File: src/rtl/clkbuf_branch_sequencer.sv
// Round-robin sequencer that walks clock-buffer branch enables toward REQ one bit at a time with a GAP-cycle spacing.
// Optional macro CLKBUF_SEQ_FORCE_EN adds a FORCE input that loads EN = REQ in one edge.
module clkbuf_branch_sequencer #(
  parameter int NB    = 4,
  parameter int GAP_W = 4
) (
  input  logic             CLK,
  input  logic             RN,
  input  logic [NB-1:0]    REQ,
  input  logic [GAP_W-1:0] GAP,
`ifdef CLKBUF_SEQ_FORCE_EN
  input  logic             FORCE,
`endif
  output logic [NB-1:0]    EN,
  output logic [NB-1:0]    TOG,
  output logic             BUSY,
  output logic             STABLE
);

  localparam int PTR_W = (NB > 1) ? $clog2(NB) : 1;

  typedef enum logic {
    IDLE   = 1'b0,
    SETTLE = 1'b1
  } state_t;

  state_t           state;
  logic [PTR_W-1:0] ptr;
  logic [GAP_W-1:0] cnt;
  logic [NB-1:0]    en_p0;
  logic [NB-1:0]    tog_p0;
  logic             stable_p0;

  logic [NB-1:0]    mis;
  logic [PTR_W-1:0] sel;
  logic             sel_vld;
  logic [NB-1:0]    sel_oh;
  logic             force_now;

  function automatic logic [PTR_W-1:0] wrap_add(input logic [PTR_W-1:0] base, input int ofs);
    int s;
    s = int'(base) + ofs;
    if (s >= NB) s = s - NB;
    return PTR_W'(s);
  endfunction

  function automatic logic [GAP_W-1:0] dec_sat(input logic [GAP_W-1:0] v);
    return (v == '0) ? '0 : v - 1'b1;
  endfunction

`ifdef CLKBUF_SEQ_FORCE_EN
  assign force_now = FORCE;
`else
  assign force_now = 1'b0;
`endif

  assign mis = REQ ^ en_p0;

  // First pending branch at or after ptr, wrapping through NB-1 back to 0.
  always_comb begin
    sel     = '0;
    sel_vld = 1'b0;
    for (int k = 0; k < NB; k++) begin
      if (!sel_vld && mis[wrap_add(ptr, k)]) begin
        sel     = wrap_add(ptr, k);
        sel_vld = 1'b1;
      end
    end
  end

  assign sel_oh = {{(NB-1){1'b0}}, 1'b1} << sel;

  // Stage p0: state, pointer, spacing counter and all registered outputs.
  always_ff @(posedge CLK or negedge RN) begin
    if (!RN) begin
      state     <= IDLE;
      ptr       <= '0;
      cnt       <= '0;
      en_p0     <= '0;
      tog_p0    <= '0;
      stable_p0 <= 1'b0;
    end else begin
      stable_p0 <= (state == IDLE) && (mis == '0);
      tog_p0    <= '0;
      if (force_now) begin
        en_p0  <= REQ;
        tog_p0 <= mis;
        cnt    <= '0;
        state  <= IDLE;
      end else begin
        case (state)
          IDLE: begin
            if (sel_vld) begin
              en_p0  <= en_p0 ^ sel_oh;
              tog_p0 <= sel_oh;
              ptr    <= wrap_add(sel, 1);
              cnt    <= GAP;
              state  <= SETTLE;
            end
          end
          SETTLE: begin
            if (cnt != '0) cnt <= dec_sat(cnt);
            else           state <= IDLE;
          end
          default: state <= IDLE;
        endcase
      end
    end
  end

  assign EN     = en_p0;
  assign TOG    = tog_p0;
  assign STABLE = stable_p0;
  assign BUSY   = (state == SETTLE) || (mis != '0);

endmodule

File: config.mk
export PLATFORM = sky130hd
export DESIGN_NAME = clkbuf_branch_sequencer
export DESIGN_NICKNAME = d
export VERILOG_FILES = /design/src/rtl/clkbuf_branch_sequencer.sv
export SDC_FILE = /design/constraint.sdc
export NUM_CORES = 1
export LEC_CHECK = 0
export BUFFER_PORTS_ARGS = -buffer_cell sky130_fd_sc_hd__buf_2
export CORE_MARGIN = 5
export CORE_UTILIZATION = 51
export DETAILED_ROUTE_END_ITERATION = 6
export PLACE_DENSITY = 0.76
export SLEW_MARGIN = 20
export SYNTH_ARGS = -nofsm -noshare
export SYNTH_HDL_FRONTEND = slang
export SYNTH_SLANG_ARGS = --single-unit
File: constraint.sdc
create_clock -name CLK -period 2.72 [get_ports CLK]
set_clock_uncertainty 0.2 [all_clocks]
set_input_delay 0.272 -clock CLK [delete_from_list [all_inputs] [get_ports CLK]]
set_output_delay 0.272 -clock CLK [all_outputs]
set_load 0.1 [all_outputs]
# Yosys cells after proc, flatten, opt, wreduce, memory -nomap -nowiden
# Index checks and enable logic that the tools add are counted.
# totals
register_bits	16
input_bits	10
out_inout_bits	10
wordCells	75
# op_classes
add_sub_neg	10
magnitude_cmp	9
eq_ne	2
shift	1
mux	30
bitwise_logic	3
n_reduce_logical	14
# op_table
operator	count
$mux W4	5
$mux W2	9
$ge A3 B3 Y1 const B	4
$lt A2 B3 Y1 const B	4
$mux W1	10
$sub A2 B1 Y2 const B	5
$bmux W1 S2	4
$logic_not A4 Y1	2
$pmux W4 S2	1
$reduce_bool A4 Y1	2
$xor A4 B4 Y4	2
$add A2 B1 Y3 const B	2
$add A2 B2 Y3 const B	2
$logic_and A1 B1 Y1	4
$reduce_and A2 Y1	2
$shl A1 B2 Y4 const A	1
$sub A4 B1 Y4 const B	1
$ge A2 B3 Y1 const B	1
$logic_not A1 Y1	3
$ne A2 B1 Y1 const B	1
$ne A2 B2 Y1 const B	1
$pmux W1 S2	1
$logic_or A1 B1 Y1	1
$not A1 Y1	1

# Logic depth before layout (Yosys ltp)
# Gate-level depths: netlist of run 1.
# logic_depth
ltp_word	17
ltp_mapped	7
depth_no_buf	7

# Worst setup path after synthesis of run 1
# Ideal clock, no wire load.
# synth_timing
path_kind	register to register
from	reg en_p0[1] (netlist: EN[1])
to	reg en_p0[0] (netlist: EN[0])
setup_ns	0.164
t_arrival_ns	2.253
setup_slack_ns	0.103
stages_incl_launch_ff	8
n_path_buf	0
period_less_slack_ns	2.617
cell_sequence	dfrtp_1 -> xor2_1 -> o21ai_0 -> a211oi_2 -> inv_1 -> ha_1 -> and2_4 -> xor2_1
# synth_between
elab_chain_cells	15
elab_cells_between_ends	26
cone_classes	shift: 1; mux: 16; bitwise: 2; reduce/logical: 7
# synth_rtl
element	line	rtl
start: declaration	30	logic [NB-1:0] en_p0;
start signal: assignment	94	en_p0 <= en_p0 ^ sel_oh;
$xor A4 B4 Y4 (*)	57	assign mis = REQ ^ en_p0;
$bmux W1 S2	64	if (!sel_vld && mis[wrap_add(ptr, k)]) begin
$mux W1 (implied by the code)	64	
$mux W1	64	
$logic_not A1 Y1	64	
$logic_and A1 B1 Y1	64	
$mux W1	64	
$logic_not A1 Y1	64	
$logic_and A1 B1 Y1	64	
$mux W1	64	
$logic_not A1 Y1	64	
$logic_and A1 B1 Y1	64	
$mux W2	64	
$shl A1 B2 Y4	71	assign sel_oh = {{(NB-1){1'b0}}, 1'b1} << sel;
$xor A4 B4 Y4	94	
# Mark *: on every way between the ends. The rest lies on a longest branch, timed or not. The select of a mux whose other input is x is not followed.
# A chain may end at the register's enable or synchronous reset.

# Worst setup path after layout of run 1
# layout_timing
from	reg en_p0[0] (netlist: EN[0])
to	out BUSY
# layout_between
elab_chain_cells	3
# layout_rtl
element	line	rtl
$xor A4 B4 Y4	57	
$reduce_bool A4 Y1	114	assign BUSY = (state == SETTLE) || (mis != '0);
$logic_or A1 B1 Y1	114	
end: declaration	16	output logic BUSY,
# Every way passes these cells.

==> results of run 1 <==
[layer usage]
metal | up-vias | share of wire
li1 | 319 | -
met1 | 295 | 0.48
met2 | 17 | 0.45
met3 | 5 | 0.039
met4 | 0 | 0.029
met5 | - | 0
[metrics by stage]
stage / instance area, um2 / hold slack, ns / cells
floorplan: 892 / -0.224 / 79
global placement: 992 / -0.00432 / 113
detailed placement: 992 / 0.00259 / 113
CTS: 1020 / 0.0134 / 117
global route: 1020 / 0.0238 / 117
finish: 1020 / 0.0182 / 117
[worst max-delay path, cell delays in order (launching register included)]
cell and delay (ns):
dfrtp_1 0.43, xnor2_2 0.33, nand4_2 0.23, or2_2 0.34, buf_2 0.30
[layout make-up]
cell class              instances  area share
inverters                       3      0.0110
clock buffers                   3      0.0220
flip-flops and latches         16       0.391
repair buffers                 20       0.103
multi-input cells              58       0.453
well taps                      17      0.0208
[kinds of logic (layout without fill, tap and decap cells)]
logic type / Yosys count / count (layout) / share of synthesized area
mux: 3 / 3 / 0.0393
buf+inv: 5 / 26 / 0.0308
flops: 16 / 16 / 0.449
xor+xnor: 10 / 10 / 0.132
fa+ha+maj: 4 / 4 / 0.0561
simple gates: 22 / 22 / 0.142
compound gates: 19 / 19 / 0.151
[layout by cell type, fill, tap and decap left out, types with 2 or more instances in the layout]
cell      count
buf_2        19
nor2_1        5
mux2i_1       2
dfrtp_1      16
a21oi_1       2
ha_1          4
clkbuf_4      3
o22ai_1       2
xnor2_2       4
xor2_1        6
inv_1         3
o21ai_0       8
and2_4        3
or2_2         2
nand2b_1      2
nor3_1        2
nand2_1       4
[sequential cells by signal, summed over array words and instances (netlist names)]
register,count
EN,4
STABLE,1
TOG,4
state,1
cnt,4
ptr,2
[synthesized netlist by cell type]
library cell,instances
a211oi_2,1
or2_2,2
mux2i_1,2
nor3b_1,1
inv_1,3
nand4_2,1
mux2_4,1
buf_6,1
nand2b_1,2
nand3_1,1
o22ai_1,2
a221o_1,1
xor2_1,6
nor2_1,5
a21oi_1,2
o41ai_1,1
o311ai_0,1
a41oi_2,1
nor3_1,2
nand2_1,4
ha_1,4
and2_1,1
and2_4,3
o22a_1,1
dfrtp_1,16
xnor2_2,4
o21ai_0,8
buf_2,1
o21a_1,1
[path summary, 6_finish.rpt]
check                                     end  slack [ns]  cells past startpoint
min                        cnt[2]$_DFFE_PN0P_        0.02                      2
max in group asynchronous   EN[0]$_DFFE_PN0P_        1.85                      2
min reg2reg                 EN[0]$_DFFE_PN0P_        0.34                      1
min in group asynchronous    TOG[3]$_DFF_PN0_        0.22                      2
max reg2reg                 EN[2]$_DFFE_PN0P_        0.54                      7
max                                      BUSY        0.33                      4
[repair_timing]
item	4_1_cts	5_1_grt
hold buffers	1	0
hold endpoints to repair	16	0
resized for setup	0	0
==> results.sh, run 1 <==
export IMPL_cts_htree_levels=1
export IMPL_dp_slack_ns=0.570
export IMPL_detail_route_antenna_nets=0
export IMPL_finalSetupTns_ns=0
export IMPL_r2r_start="EN[0]$_DFFE_PN0P_"
export IMPL_slew_limit_headroom=0.672
export IMPL_grt_ovfl_total=0
export IMPL_numCtsBuffers=3
export IMPL_hold_violations=0
export IMPL_initial_core_util=0.528
export IMPL_crit_start="EN[0]$_DFFE_PN0P_"
export IMPL_ys_seq_area_frac=0.449
export IMPL_wl_per_cell_um=13.1
export IMPL_crit_type="flip-flop to output pin"
export IMPL_critPathMaxFanout=6
export IMPL_port_buffers=19
export IMPL_die_h_um=51.8
export IMPL_syn_nets=93
export IMPL_post_cts_buffers=0
export IMPL_row_count=15
export IMPL_synth_distinct_cells=29
export IMPL_ys_warnings_count=0
export IMPL_multi_input_area_um2=464
export IMPL_grt_use_met1=0.157
export IMPL_antenna_found_initial=0
export IMPL_io_pins=20
export IMPL_syn2layout_area_growth_pct=14.9
export IMPL_place_congestion=0.842
export IMPL_die_x_um=51.8
export IMPL_die_area_mm2=0.00269
export IMPL_synth_top_area_frac=0.449
export IMPL_use_met2=0.218
export IMPL_fmax_mhz=418
export IMPL_grt_use_total=0.134
export IMPL_fin_util=0.607
export IMPL_cts_sinks=16
export IMPL_maxCapViolations=0
export IMPL_slew_viol_final=0
export IMPL_ys_seq_elements=16
export IMPL_nNetsFinal=116
export IMPL_cts_path_max_buffers=2
export IMPL_yosysTopAreaCell="dfrtp_1"
export IMPL_drt_wl_total_mm=1.53
export IMPL_outcome="completed"
export IMPL_hold_path_class="primary input to flip-flop"
export IMPL_grt_pass1_wl_mm=2.59
export IMPL_layout_min_cycle_time_ns=2.39
export IMPL_netlist_area_um2=892
export IMPL_synthCells=79
export IMPL_min_from="GAP[2]"
export IMPL_worstSkewPairLatency_ns=0.28
export IMPL_drcViolationCount=0
export IMPL_cts_clk_slew_worst_paths_ns=0.09
export IMPL_crit_required_ns=2.25
export IMPL_routed_via_density=5.44
export IMPL_nFillCells=147
export IMPL_dp_hpwl_mm=1.14
export IMPL_grt_max_degree=17
export IMPL_grt_pass1_vias=628
export IMPL_n_antenna_cell=0
export IMPL_clockRootBuffer="clkbuf_4"
export IMPL_critPathArrivalTime_ns=1.92
export IMPL_endpoint_kind="output pin"
export IMPL_gr_usage_met3=0.0258
export IMPL_synth_area_leaders="dfrtp_1 (45%), xnor2_2 (7.3%), xor2_1 (5.9%)"
export IMPL_fin_ws_ns=0.327
export IMPL_finalSetupViolCount=0
export IMPL_seqCellArea_um2=400
export IMPL_firstDrtPassIters=4
export IMPL_route_vias_total=636
export IMPL_cp_start_kind="flip-flop"
export IMPL_cts_tree="built"
export IMPL_post_route_period_util=0.880
export IMPL_globalRoute_busiestLayer="met2"
export IMPL_drt_first_iter_violations=9
export IMPL_core_area_mm2=0.00169
export IMPL_layout_drive_gt1_share=0.350
export IMPL_worstMarginPinSlew_ns=0.492
export IMPL_rsz0062_at_grt="false"
export IMPL_synth_area_per_cell_um2=11.3
Power of run 1 is left out: the tool's default activity adds up to more than one toggle a clock period on the data nets, which glitch-free logic cannot reach.
==> run 2: changes to the inputs <==
--- a/config.mk
+++ b/config.mk
@@ -6,7 +6,6 @@
 export NUM_CORES = 1
 export LEC_CHECK = 0
 export BUFFER_PORTS_ARGS = -buffer_cell sky130_fd_sc_hd__buf_2
-export CORE_MARGIN = 5
 export CORE_UTILIZATION = 51
 export DETAILED_ROUTE_END_ITERATION = 6
 export PLACE_DENSITY = 0.76
==> run 2 against run 1 <==
  * Routed wire length up 8.8%
  * Cell count unchanged
  * Global-route usage up 6.6 points
  * Critical endpoint unchanged
  * Worst hold slack about the same
  * Count of clock-buffer cells in the layout up 1
  * The run now ends with DRC left
  * Setup slack worse by 0.039 ns
==> results.sh, run 2 (synthesis results as in run 1) <==
export IMPL_outcome="complete, but fails checks"
export IMPL_violations="DRC"
export IMPL_cts_htree_levels=1
export IMPL_die_area_mm2=0.00192
export IMPL_row_count=14
export IMPL_firstDrtPassIters=6
export IMPL_fmax_mhz=411
export IMPL_cts_path_max_buffers=2
export IMPL_ctsResizeCount=0
export IMPL_slew_limit_headroom=0.654
export IMPL_port_buffers=19
export IMPL_endpoint_kind="output pin"
export IMPL_seqCellArea_um2=400
export IMPL_slew_viol_final=0
export IMPL_routed_via_density=5.66
export IMPL_cp_start_kind="flip-flop"
export IMPL_drt_wl_total_mm=1.67
export IMPL_critPathMaxFanout=6
export IMPL_layout_min_cycle_time_ns=2.43
export IMPL_post_route_period_util=0.894
export IMPL_maxCapViolations=0
export IMPL_nFillCells=129
export IMPL_cts_sinks=16
export IMPL_rsz0062_at_grt="false"
export IMPL_dp_hpwl_mm=1.19
export IMPL_clockRootBuffer="clkbuf_4"
export IMPL_core_area_mm2=0.00158
export IMPL_place_congestion=0.763
export IMPL_io_pins=20
export IMPL_cts_tree="built"
export IMPL_route_vias_total=662
export IMPL_die_x_um=43.8
export IMPL_numCtsBuffers=3
export IMPL_final_common_cell="buf_2"
export IMPL_initial_core_util=0.566
export IMPL_worstSkewPairLatency_ns=0.29
export IMPL_cts_clk_slew_worst_paths_ns=0.10
export IMPL_grt_max_degree=17
export IMPL_detail_route_antenna_nets=0
export IMPL_die_h_um=43.8
export IMPL_worstMarginPinSlew_ns=0.520
export IMPL_final_cell_mix="buf_2 (19), dfrtp_1 (16), o21ai_0 (8), xor2_1 (6), nor2_1 (5)"
export IMPL_drt_first_iter_violations=17
export IMPL_hold_violations=0
export IMPL_grt_ovfl_total=0
export IMPL_n_antenna_cell=0
export IMPL_wl_per_cell_um=14.2
export IMPL_multi_input_area_um2=464
export IMPL_finalSetupViolCount=0
export IMPL_hold_path_class="primary input to flip-flop"
export IMPL_critPathArrivalTime_ns=1.96
export IMPL_drcViolationCount=2
export IMPL_syn2layout_area_growth_pct=16.3
export IMPL_grt_use_total=0.200
export IMPL_antenna_found_initial=0
export IMPL_grt_pass1_vias=631
export IMPL_crit_required_ns=2.25
export IMPL_nNetsFinal=116
export IMPL_grt_pass1_wl_mm=2.77
export IMPL_crit_type="flip-flop to output pin"
export IMPL_layout_drive_gt1_share=0.356
export IMPL_finalSetupTns_ns=0
[run 2: cell types whose count changed in the layout (fill, tap and decap cells not counted), sizes merged]
cell / previous run / this run
clkbuf: 3 / 4
[run 2: worst paths after layout]
check	from	to	slack (ns)	cells past startpoint
hold / removal	GAP[2]	cnt[2]$_DFFE_PN0P_	0.02	2
min in group asynchronous	RN	EN[0]$_DFFE_PN0P_	0.21	2
hold reg to reg	EN[0]$_DFFE_PN0P_	EN[0]$_DFFE_PN0P_	0.35	1
max in group asynchronous	RN	ptr[1]$_DFFE_PN0P_	1.85	2
setup reg to reg	EN[0]$_DFFE_PN0P_	EN[2]$_DFFE_PN0P_	0.49	7
setup / recovery	EN[0]$_DFFE_PN0P_	BUSY	0.29	4
[run 2: routing by layer]
metal  track usage  vias to the layer above  wire length, um
met3        0.0417                        2               63
met5             0                        -                0
met4        0.0875                        0               18
met1         0.249                      322              761
li1              -                      322                -
met2         0.331                       16              822
[run 2: what timing repair did]
action                     4_1_cts  5_1_grt
setup buffers                    0        0
setup endpoints to repair        0        0
hold buffers                     1        0
hold endpoints to repair        16        0
[run 2: per-stage QoR]
stage | setup slack [ns] | utilization | area [um2] | cells | hold slack (ns)
2_1_floorplan | 0.103 | - | 892 | 79 | -0.224
3_3_place_gp | 0.546 | 0.629 | 991 | 112 | 0.00221
3_5_place_dp | 0.525 | 0.629 | 991 | 112 | 0.0116
4_1_cts | 0.282 | 0.658 | 1040 | 117 | 0.0198
5_1_grt | 0.210 | 0.658 | 1040 | 117 | 0.0281
6_report | 0.288 | 0.658 | 1040 | 117 | 0.0178
[run 2: cell type report]
| cell class | count | share of cell area |
|---|---|---|
| Sequential cell | 16 | 0.386 |
| Timing Repair Buffer | 20 | 0.101 |
| Clock buffer | 4 | 0.0350 |
| Tap cell | 16 | 0.0193 |
| Multi-Input combinational cell | 58 | 0.448 |
| Inverter | 3 | 0.0109 |
[run 2: critical path, cell delays in order (launching register included)]
cell	delay [ns]
dfrtp_1	0.44
xnor2_2	0.35
nand4_2	0.24
or2_2	0.34
buf_2	0.29
Power of run 2 is left out for the same reason.
==> run 3: changes to the inputs <==
--- a/config.mk
+++ b/config.mk
@@ -5,10 +5,12 @@
 export SDC_FILE = /design/constraint.sdc
 export NUM_CORES = 1
 export LEC_CHECK = 0
+export ABC_AREA = 1
 export BUFFER_PORTS_ARGS = -buffer_cell sky130_fd_sc_hd__buf_2
-export CORE_UTILIZATION = 51
+export CORE_MARGIN = 2
+export CORE_UTILIZATION = 53
 export DETAILED_ROUTE_END_ITERATION = 6
-export PLACE_DENSITY = 0.76
+export PLACE_DENSITY = 0.77
 export SLEW_MARGIN = 20
 export SYNTH_ARGS = -nofsm -noshare
 export SYNTH_HDL_FRONTEND = slang
==> run 3 against run 2 <==
  * The flow now finishes without violations
  * Die area grew 22%
  * Register-to-register slack lost 0.06 ns
  * Maximum frequency grew 6.3%
  * Area after synthesis grew 17%
  * Critical path depth grew 8
  * Global-route usage shrank 0.085 points
  * Core utilization shrank 2.2 points
  * First-iteration DRC count shrank 24%
  * Setup slack gained 0.14 ns
  * Routed wire length grew 23%
  * Synthesized cell count grew 80%
  * Non-clock buffer count grew 1
  * Critical endpoint is now EN[1]$_DFFE_PN0P_
  * Largest cell class unchanged
  * Highest routed layer unchanged
==> results.sh, run 3 <==
export IMPL_outcome="completed"
export IMPL_grt_ovfl_total=0
export IMPL_io_pins=20
export IMPL_synth_most_common_cell="nand2_1"
export IMPL_dp_slack_ns=0.453
export IMPL_synth_area_leaders="dfrtp_1 (38%), nand2_1 (15%), nand3_1 (8.2%)"
export IMPL_synth_top_area_frac=0.384
export IMPL_clockRootBuffer="clkbuf_4"
export IMPL_slew_limit_headroom=0.679
export IMPL_cts_htree_levels=1
export IMPL_multi_input_area_um2=542
export IMPL_grt_max_degree=17
export IMPL_row_count=16
export IMPL_initial_core_util=0.549
export IMPL_async_reset_ff_frac=1.00
export IMPL_hold_slack_ns=0.0124
export IMPL_final_cell_mix="nand2_1 (43), inv_1 (19), buf_2 (19), nand3_1 (17), dfrtp_1 (16)"
export IMPL_finalSetupViolCount=0
export IMPL_cts_sinks=16
export IMPL_seqCellArea_um2=400
export IMPL_ff2ff_setup_slack_ns=0.43
export IMPL_antenna_found_initial=0
export IMPL_nNetsFinal=180
export IMPL_yosysTopAreaCell="dfrtp_1"
export IMPL_design_area_mm2=0.00121
export IMPL_die_x_um=48.4
export IMPL_critPathMaxFanout=9
export IMPL_path_cells="inv_2 > nand3_1 > nand3_1 > nand2_1 > inv_1 > nand4_1 > inv_1 > a21oi_1 > ha_1 > inv_1 > nor2_1 > xor2_1"
export IMPL_worstSkewPairLatency_ns=0.29
export IMPL_drt_wl_total_mm=2.06
export IMPL_grt_use_total=0.199
export IMPL_synth_area_per_cell_um2=7.35
export IMPL_hold_violations=0
export IMPL_wl_per_cell_um=10.7
export IMPL_critPathArrivalTime_ns=2.30
export IMPL_slowest_stage="dfrtp_1"
export IMPL_synthCells=142
export IMPL_n_antenna_cell=0
export IMPL_critPathMostFrequentCell="inv_1"
export IMPL_synth_commonest_cells="nand2_1 (43), inv_1 (19), nand3_1 (17)"
export IMPL_numCtsBuffers=3
export IMPL_die_h_um=48.4
export IMPL_grt_pass1_vias=843
export IMPL_port_buffers=19
export IMPL_final_common_cell="nand2_1"
export IMPL_netlist_area_mm2=0.00104
export IMPL_die_area_mm2=0.00234
export IMPL_layout_min_cycle_time_ns=2.29
export IMPL_rsz0062_at_grt="false"
export IMPL_crit_required_ns=2.73
export IMPL_hold_path_class="primary input to flip-flop"
export IMPL_syn_nets=156
export IMPL_route_vias_total=963
export IMPL_fmax_mhz=437
export IMPL_dp_hpwl_mm=1.65
export IMPL_post_route_period_util=0.841
export IMPL_worstMarginPinSlew_ns=0.485
export IMPL_detail_route_antenna_nets=0
export IMPL_synthFlopType="dfrtp_1"
export IMPL_finalSetupTns_ns=0
export IMPL_routed_via_density=5.02
export IMPL_core_area_mm2=0.00190
export IMPL_ys_seq_elements=16
export IMPL_slew_viol_final=0
export IMPL_crit_type="flip-flop to flip-flop"
export IMPL_nFillCells=186
export IMPL_post_cts_buffers=0
export IMPL_grt_pass1_wl_mm=3.51
export IMPL_cts_clk_slew_worst_paths_ns=0.09
export IMPL_synth_distinct_cells=20
export IMPL_cts_tree="built"
export IMPL_endpoint_kind="flip-flop"
export IMPL_synth_edf_count=0
export IMPL_firstDrtPassIters=4
export IMPL_drcViolationCount=0
export IMPL_cp_start_kind="flip-flop"
export IMPL_layout_drive_gt1_share=0.206
export IMPL_drt_first_iter_violations=13
export IMPL_place_area_mm2=0.00115
export IMPL_ys_warnings_count=0
export IMPL_fin_ws_ns=0.432
export IMPL_cts_path_max_buffers=2
export IMPL_critPathMaxStageDelay_ns=0.63
export IMPL_place_congestion=0.901
export IMPL_ys_seq_area_frac=0.384
export IMPL_syn2layout_area_growth_pct=15.9
export IMPL_maxCapViolations=0
[run 3: changes by cell type in the layout (fill, tap and decap cells not counted), sizes merged, moves of 3 or more]
cell	before	now
and2	4	0
inv	3	22
nand2	4	50
nand3	1	17
nor2	5	10
o21ai	8	4
xnor2	4	1
[run 3: worst max-delay path, delay by kind of cell, from the launching register on]
kind | cells | cell delay [ns]
xor+xnor | 1 | 0.17
flops | 1 | 0.63
simple gates | 5 | 0.60
fa+ha+maj | 1 | 0.17
compound gates | 1 | 0.16
buf+inv | 4 | 0.28
[run 3: layer usage]
layer	up-vias	wire, um	track usage
li1	492	-	-
met1	438	889	0.230
met2	29	1030	0.333
met3	4	115	0.0710
met4	0	25	0.0857
met5	-	0	0
[run 3: cell families (layout without fill, tap and decap cells)]
kind of cell               count (synthesis)  count (layout)  synth area share
AOI/OAI and AO/OA                         13              13            0.0719
xor gates and xnor gates                   6               6            0.0683
adders and majority gates                  4               4            0.0480
buffers and inverters                     24              47            0.0971
DFF                                       16              16             0.384
and+or+nand+nor                           79              79             0.331
[run 3: stage by stage]
stage          instances   util
2_1_floorplan        142      -
3_3_place_gp         186  0.607
3_5_place_dp         186  0.607
4_1_cts              191  0.631
5_1_grt              192  0.636
6_report             192  0.636
[run 3: final cells by class]
| class | instances | area share |
|---|---|---|
| repair buffers | 21 | 0.0951 |
| inverters | 22 | 0.0683 |
| clock buffers | 4 | 0.0300 |
| multi-input cells | 102 | 0.448 |
| flip-flops and latches | 16 | 0.331 |
| well taps | 27 | 0.0279 |
[run 3: final timing paths]
path                               startpoint            endpoint  cells after the start
max                        ptr[0]$_DFFE_PN0P_   EN[1]$_DFFE_PN0P_                     12
min                                    GAP[0]  cnt[0]$_DFFE_PN0P_                      3
min in group asynchronous                  RN   EN[3]$_DFFE_PN0P_                      2
max reg2reg                ptr[0]$_DFFE_PN0P_   EN[1]$_DFFE_PN0P_                     12
min reg2reg                 EN[3]$_DFFE_PN0P_   EN[3]$_DFFE_PN0P_                      1
max in group asynchronous                  RN  cnt[3]$_DFFE_PN0P_                      2
[run 3: what timing repair did]
item / CTS / global route
endpoints found under the setup margin: 0 / 0
gates resized for setup: 0 / 0
hold endpoints to repair: 16 / 1
hold buffers: 1 / 1
Power of run 3 is left out for the same reason.
